[src/rtl/jtdd_vtimer.sv]
// Video timing generator: H/V counters, blanking and sync, flip-aware positions,
// delayed blanking, mid-screen interrupt line and start-of-frame strobe.
module jtdd_vtimer #(
  parameter int HW      = 9,
  parameter int VW      = 9,
  parameter int HTOTAL  = 384,
  parameter int VTOTAL  = 272,
  parameter int HBSTART = 256,
  parameter int HSSTART = 304,
  parameter int HSEND   = 336,
  parameter int VBSTART = 240,
  parameter int VBEND   = 8,
  parameter int VSSTART = 248,
  parameter int VSEND   = 256,
  parameter int DLY     = 2
) (
  input  logic          clk,
  input  logic          rst_n,
  input  logic          pxl_cen,
  input  logic          flip,
  input  logic [VW-1:0] ims_line,
  output logic [HW-1:0] HCNT,
  output logic [VW-1:0] VCNT,
  output logic [HW-1:0] HPOS,
  output logic [VW-1:0] VPOS,
  output logic          HBL,
  output logic          VBL,
  output logic          HS,
  output logic          VS,
  output logic          LHBL_dly,
  output logic          LVBL_dly,
  output logic          IMS,
  output logic          frame,
  output logic          H8
);

  localparam logic [HW-1:0] H_LAST  = HW'(HTOTAL - 1);
  localparam logic [VW-1:0] V_LAST  = VW'(VTOTAL - 1);
  localparam logic          VBL_RST = (VBEND > 0) ? 1'b1 : 1'b0;

  if (HTOTAL > 2**HW) begin : g_err_htotal
    $error("jtdd_vtimer: HTOTAL does not fit in HW bits");
  end
  if (VTOTAL > 2**VW) begin : g_err_vtotal
    $error("jtdd_vtimer: VTOTAL does not fit in VW bits");
  end
  if (DLY < 1 || DLY > 8) begin : g_err_dly
    $error("jtdd_vtimer: DLY must be in 1..8");
  end
  if (HBSTART >= HTOTAL) begin : g_err_hbstart
    $error("jtdd_vtimer: HBSTART must be below HTOTAL");
  end
  if (VBSTART >= VTOTAL) begin : g_err_vbstart
    $error("jtdd_vtimer: VBSTART must be below VTOTAL");
  end

  logic [HW-1:0]  hcnt_r, h_next_s, hpos_r;
  logic [VW-1:0]  vcnt_r, v_next_s, vpos_r;
  logic           h_wrap_s, frame_next_s, flip_next_s;
  logic           hbl_next_s, hs_next_s, vbl_next_s, vs_next_s;
  logic           flip_r, hbl_r, hs_r, vbl_r, vs_r, frame_r;
  logic           ims_r, ims_valid_r;
  logic [DLY-1:0] lhbl_sr_r, lvbl_sr_r;

  // Next count values; all decoded outputs are registered from these so they line up with the counters
  always_comb begin
    h_wrap_s = (hcnt_r == H_LAST);
    h_next_s = hcnt_r + HW'(1);
    v_next_s = vcnt_r;
    if (h_wrap_s) begin
      h_next_s = {HW{1'b0}};
      v_next_s = (vcnt_r == V_LAST) ? {VW{1'b0}} : vcnt_r + VW'(1);
    end else begin
      v_next_s = vcnt_r;
    end
    frame_next_s = h_wrap_s && (v_next_s == {VW{1'b0}});
    flip_next_s  = frame_next_s ? flip : flip_r;
    hbl_next_s   = int'(h_next_s) >= HBSTART;
    hs_next_s    = (int'(h_next_s) >= HSSTART) && (int'(h_next_s) < HSEND);
    vbl_next_s   = (int'(v_next_s) >= VBSTART) || (int'(v_next_s) < VBEND);
    vs_next_s    = (int'(v_next_s) >= VSSTART) && (int'(v_next_s) < VSEND);
  end

  // Timing state, advanced only on pixel clock enable
  always_ff @(posedge clk or negedge rst_n) begin
    if (!rst_n) begin
      hcnt_r      <= {HW{1'b0}};
      vcnt_r      <= {VW{1'b0}};
      hpos_r      <= {HW{1'b0}};
      vpos_r      <= {VW{1'b0}};
      flip_r      <= 1'b0;
      hbl_r       <= 1'b0;
      hs_r        <= 1'b0;
      vbl_r       <= VBL_RST;
      vs_r        <= 1'b0;
      frame_r     <= 1'b0;
      ims_r       <= 1'b0;
      ims_valid_r <= 1'b0;
      lhbl_sr_r   <= {DLY{1'b0}};
      lvbl_sr_r   <= {DLY{1'b0}};
    end else if (pxl_cen) begin
      hcnt_r  <= h_next_s;
      vcnt_r  <= v_next_s;
      flip_r  <= flip_next_s;
      hpos_r  <= h_next_s ^ {HW{flip_next_s}};
      vpos_r  <= v_next_s ^ {VW{flip_next_s}};
      hbl_r   <= hbl_next_s;
      hs_r    <= hs_next_s;
      vbl_r   <= vbl_next_s;
      vs_r    <= vs_next_s;
      frame_r <= frame_next_s;
      // Delay lines take the current (pre-update) blanking so the lag is exactly DLY steps
      lhbl_sr_r[0] <= ~hbl_r;
      lvbl_sr_r[0] <= ~vbl_r;
      for (int i = 1; i < DLY; i++) begin
        lhbl_sr_r[i] <= lhbl_sr_r[i-1];
        lvbl_sr_r[i] <= lvbl_sr_r[i-1];
      end
      if (h_wrap_s) begin
        ims_valid_r <= 1'b1;
        ims_r       <= (v_next_s == ims_line);
      end
    end
  end

  assign HCNT     = hcnt_r;
  assign VCNT     = vcnt_r;
  assign HPOS     = hpos_r;
  assign VPOS     = vpos_r;
  assign H8       = hpos_r[3];
  assign HBL      = hbl_r;
  assign HS       = hs_r;
  assign VBL      = vbl_r;
  assign VS       = vs_r;
  assign frame    = frame_r;
  assign LHBL_dly = lhbl_sr_r[DLY-1];
  assign LVBL_dly = lvbl_sr_r[DLY-1];
  // Until the first line wrap after reset no sample exists, so line 0 compares live
  assign IMS      = ims_valid_r ? ims_r : (vcnt_r == ims_line);

endmodule

[config.mk]
export PLATFORM = sky130hd
export DESIGN_NAME = jtdd_vtimer
export DESIGN_NICKNAME = d
export VERILOG_FILES = /design/src/rtl/jtdd_vtimer.sv
export SDC_FILE = /design/constraint.sdc
export NUM_CORES = 1
export LEC_CHECK = 0
export ABC_AREA = 1
export BUFFER_PORTS_ARGS = -buffer_cell sky130_fd_sc_hd__buf_2
export CAP_MARGIN = 40
export CORE_AREA = 2 2 105 107
export DETAILED_ROUTE_END_ITERATION = 12
export DIE_AREA = 0 0 107 109
export SETUP_SLACK_MARGIN = 0.2
export SLEW_MARGIN = 0
export SYNTH_ARGS = -nofsm -noshare
export SYNTH_HDL_FRONTEND = slang
export SYNTH_SLANG_ARGS = --single-unit
export TNS_END_PERCENT = 50
[constraint.sdc]
create_clock -name clk -period 5.5 [get_ports clk]
set_input_delay 0.55 -clock clk [delete_from_list [all_inputs] [get_ports clk]]
set_output_delay 0.55 -clock clk [all_outputs]
set_load 0.03 [all_outputs]
==> out/qor.csv <==
metric,value,unit
yosysWarningCount,0,
peakVddDrop,238,uV
syn_avg_cell_area,7.57,um2
cts_buffer_depth,2,
drt-total-wl,9030,um
cts_root_buffer,clkbuf_8,
hold_path_class,in2async,
hpwl,6820,um
timing.fmax,398,MHz
max_cap_violations,0,
rrSetupSlack,2.99,ns
post-cts-setup-buffer-count,0,
start_kind,register,
synth.distinct_cells,38,
holdBufCountCts,0,
clock_latency,0.31,ns
synth_area_leaders,"dfrtp_1 (38%), nand2_1 (13%), inv_1 (5.8%), nor2_1 (4.6%), nand3_1 (3.7%)",
first_pass_iters,4,
power_frac_clock,19.6,%
htreeDepth,2,
drive_above_1_share,25.5,%
status,finished clean,
p_switching,0.000646,W
grt_pass1_vias,2838,
cts_sinks,48,
coreArea,10600,um2
nets,473,
wl_per_cell,15.1,um
wl_met3,472,um
crit_chain,"ha_1, nand3_1, inv_2, nand3_4, o21ai_2, nand3_1, nor2_4, nand3_4, nand2_4, nand2_1, nand2_1, nand2_1",
cts_tree,yes,
cts_resized,0,
crit_buf_inv,1,
crit_family,simple AND/OR/NAND/NOR gates,
dr_wl_met2,4280,um
portBuffers,57,
p_leak,1.88,nW
synthCells,408,
antenna_left,0,
combPwrFrac,43.0,%
maxSlewHeadroom,50.4,%
wl_met1,4160,um
rows,38,
numCtsBuffers,5,
synth_seq_cells,48,
rsz0062_at_grt,no,
vias,2866,
grtUsageTotal,16.2,%
crit_arrival,2.72,ns
drc,0,
required,5.71,ns
ys_seq_area_share,38.9,%
gr-total-overflow,0,
grt_start_max_net_pins,47,
setup_viol,0,
p_int,0.000750,W
top_layer,met4,
maxSlewViolCount,0,
dieHeight,109,um
dieArea,11700,um2
synth_top_cell_area_share,38.1,%
start_util,29.1,%
cpPeakStageDelay,0.41,ns
clkTransAtPathRegs,0.11,ns
fp.dieW,107,um
antenna_found_initial,0,
cp_max_fo,17,
synth_nets,423,
fin_crit,2.51,ns
swShare,46.3,%
drtIter0Drc,154,
fin_crit_sh,45.6,%
crit_type,reg2reg,
hold_viol,0,
grt_pass1_wl,14700,um
path_common_cell,nand2_1,
fin_tns_setup,0,ns
place_area,3480,um2
routabilityCongestion,0.948,
powerDensity,388,nW/um2
diodes,0,
syn2layout_area_growth,16.5,%
pwr-share-seq,37.4,%
end_kind,register,
worst_pin_slew,0.744,ns
cpMaxStageDelayCell,dfrtp_1,
syn_area,3090,um2
vias_per_cell,4.78,
whs,0.125,ns
io_pins,58,
skew,0.0101,ns
yosysTopAreaCell,dfrtp_1,
stdcell_area,3600,um2
## cell usage in the layout, fill, tap and decap left out, types with 4 or more instances in the layout
master,n
buf_2,57
clkbuf_8,5
dfrtp_1,47
inv_1,48
nand2_1,106
nand2_2,18
nand3_1,23
nand3_2,10
nand3_4,4
nand4_1,16
nor2_1,38
nor3_1,4
o21ai_0,21
o21bai_1,11
o22ai_1,5
xor2_1,8
## Yosys cell counts, drive strengths merged
cell,number
a21oi,2
a221oi,1
buf,8
clkbuf,8
clkinv,2
dfrtp,47
dfstp,1
ha,2
inv,51
nand2,128
nand3,37
nand3b,2
nand4,16
nor2,44
nor3,4
o2111ai,2
o211ai,1
o21ai,25
o21bai,11
o22ai,5
or2,1
or4,1
xnor2,1
xor2,8
## flip-flops by register name, indices dropped and copies added (netlist names)
signal	cells
lvbl_sr_r	2
ims_valid_r	1
frame	1
VCNT	9
VS	1
ims_r	1
HCNT	9
lhbl_sr_r	2
VBL	1
HPOS	9
HS	1
flip_r	1
HBL	1
VPOS	9
## worst register-to-register path, delay by kind of cell (launching register included)
family                   cells  cell delay [ns]
AO/OA/AOI/OAI                1             0.34
adder cells (fa/ha/maj)      1             0.20
buffers and inverters        1             0.12
flip-flops                   1             0.41
AND/OR/NAND/NOR              9             1.34
## per-stage QoR
| step | instances | worst slack [ns] | total power, W | util (%) |
|---|---|---|---|---|
| 2_1_floorplan | 408 | 2.92 | 0.000953 | - |
| 3_3_place_gp | 590 | 3.04 | 0.00113 | 32.7 |
| 3_5_place_dp | 591 | 3.01 | 0.00113 | 32.9 |
| 4_1_cts | 599 | 3.00 | 0.00141 | 34.0 |
| 5_1_grt | 599 | 2.73 | 0.00150 | 34.0 |
| 6_report | 599 | 2.99 | 0.00140 | 34.0 |
## worst paths after layout
| kind | start | end | depth (start not counted) |
|---|---|---|---|
| max | HCNT[1]$_DFFE_PN0P_ | HPOS[8]$_DFFE_PN0P_ | 12 |
| min | rst_n | frame$_DFFE_PN0P_ | 1 |
| max reg2reg | HCNT[1]$_DFFE_PN0P_ | HPOS[8]$_DFFE_PN0P_ | 12 |
| min reg2reg | lvbl_sr_r[1]$_DFFE_PN0P_ | lvbl_sr_r[1]$_DFFE_PN0P_ | 2 |
| max in group asynchronous | rst_n | VBL$_DFFE_PN1P_ | 2 |
| min in group clk | lvbl_sr_r[1]$_DFFE_PN0P_ | lvbl_sr_r[1]$_DFFE_PN0P_ | 2 |
## cell families (layout without fill, tap and decap cells)
kind of cell             after synthesis  count (layout)  synth area share [%]
AND/OR/NAND/NOR                      233             233                  38.9
XOR/XNOR                               9               9                  2.55
buffers and inverters                 69             120                  9.55
flip-flops                            48              48                  38.9
AO/OA/AOI/OAI                         47              47                  9.27
adder cells (fa/ha/maj)                2               2                 0.810
## routing by layer
layer	GRT usage, %	up-vias
met5	0	-
met4	3.99	0
met3	2.51	11
met2	27.3	80
met1	21.8	1366
li1	-	1409
## power groups by stage
stage / registers, W / logic [W] / clock network, W
2_1_floorplan: 0.000667 / 0.000287 / 0
6_report: 0.000522 / 0.000600 / 0.000273
4_1_cts: 0.000524 / 0.000606 / 0.000281
3_3_place_gp: 0.000526 / 0.000599 / 0
5_1_grt: 0.000536 / 0.000661 / 0.000298
3_5_place_dp: 0.000530 / 0.000602 / 0
## cell type report
| type | count | area, um2 |
|---|---|---|
| fill | 1141 | 7000 |
| multi-input combinational | 291 | 1590 |
| sequential | 48 | 1200 |
| timing repair buffer | 59 | 313 |
| inverter | 53 | 201 |
| tap | 140 | 175 |
| clock buffer | 5 | 68.8 |
| clock inverter | 3 | 47.5 |
No activity file was read; power rests on OpenSTA's default activity.
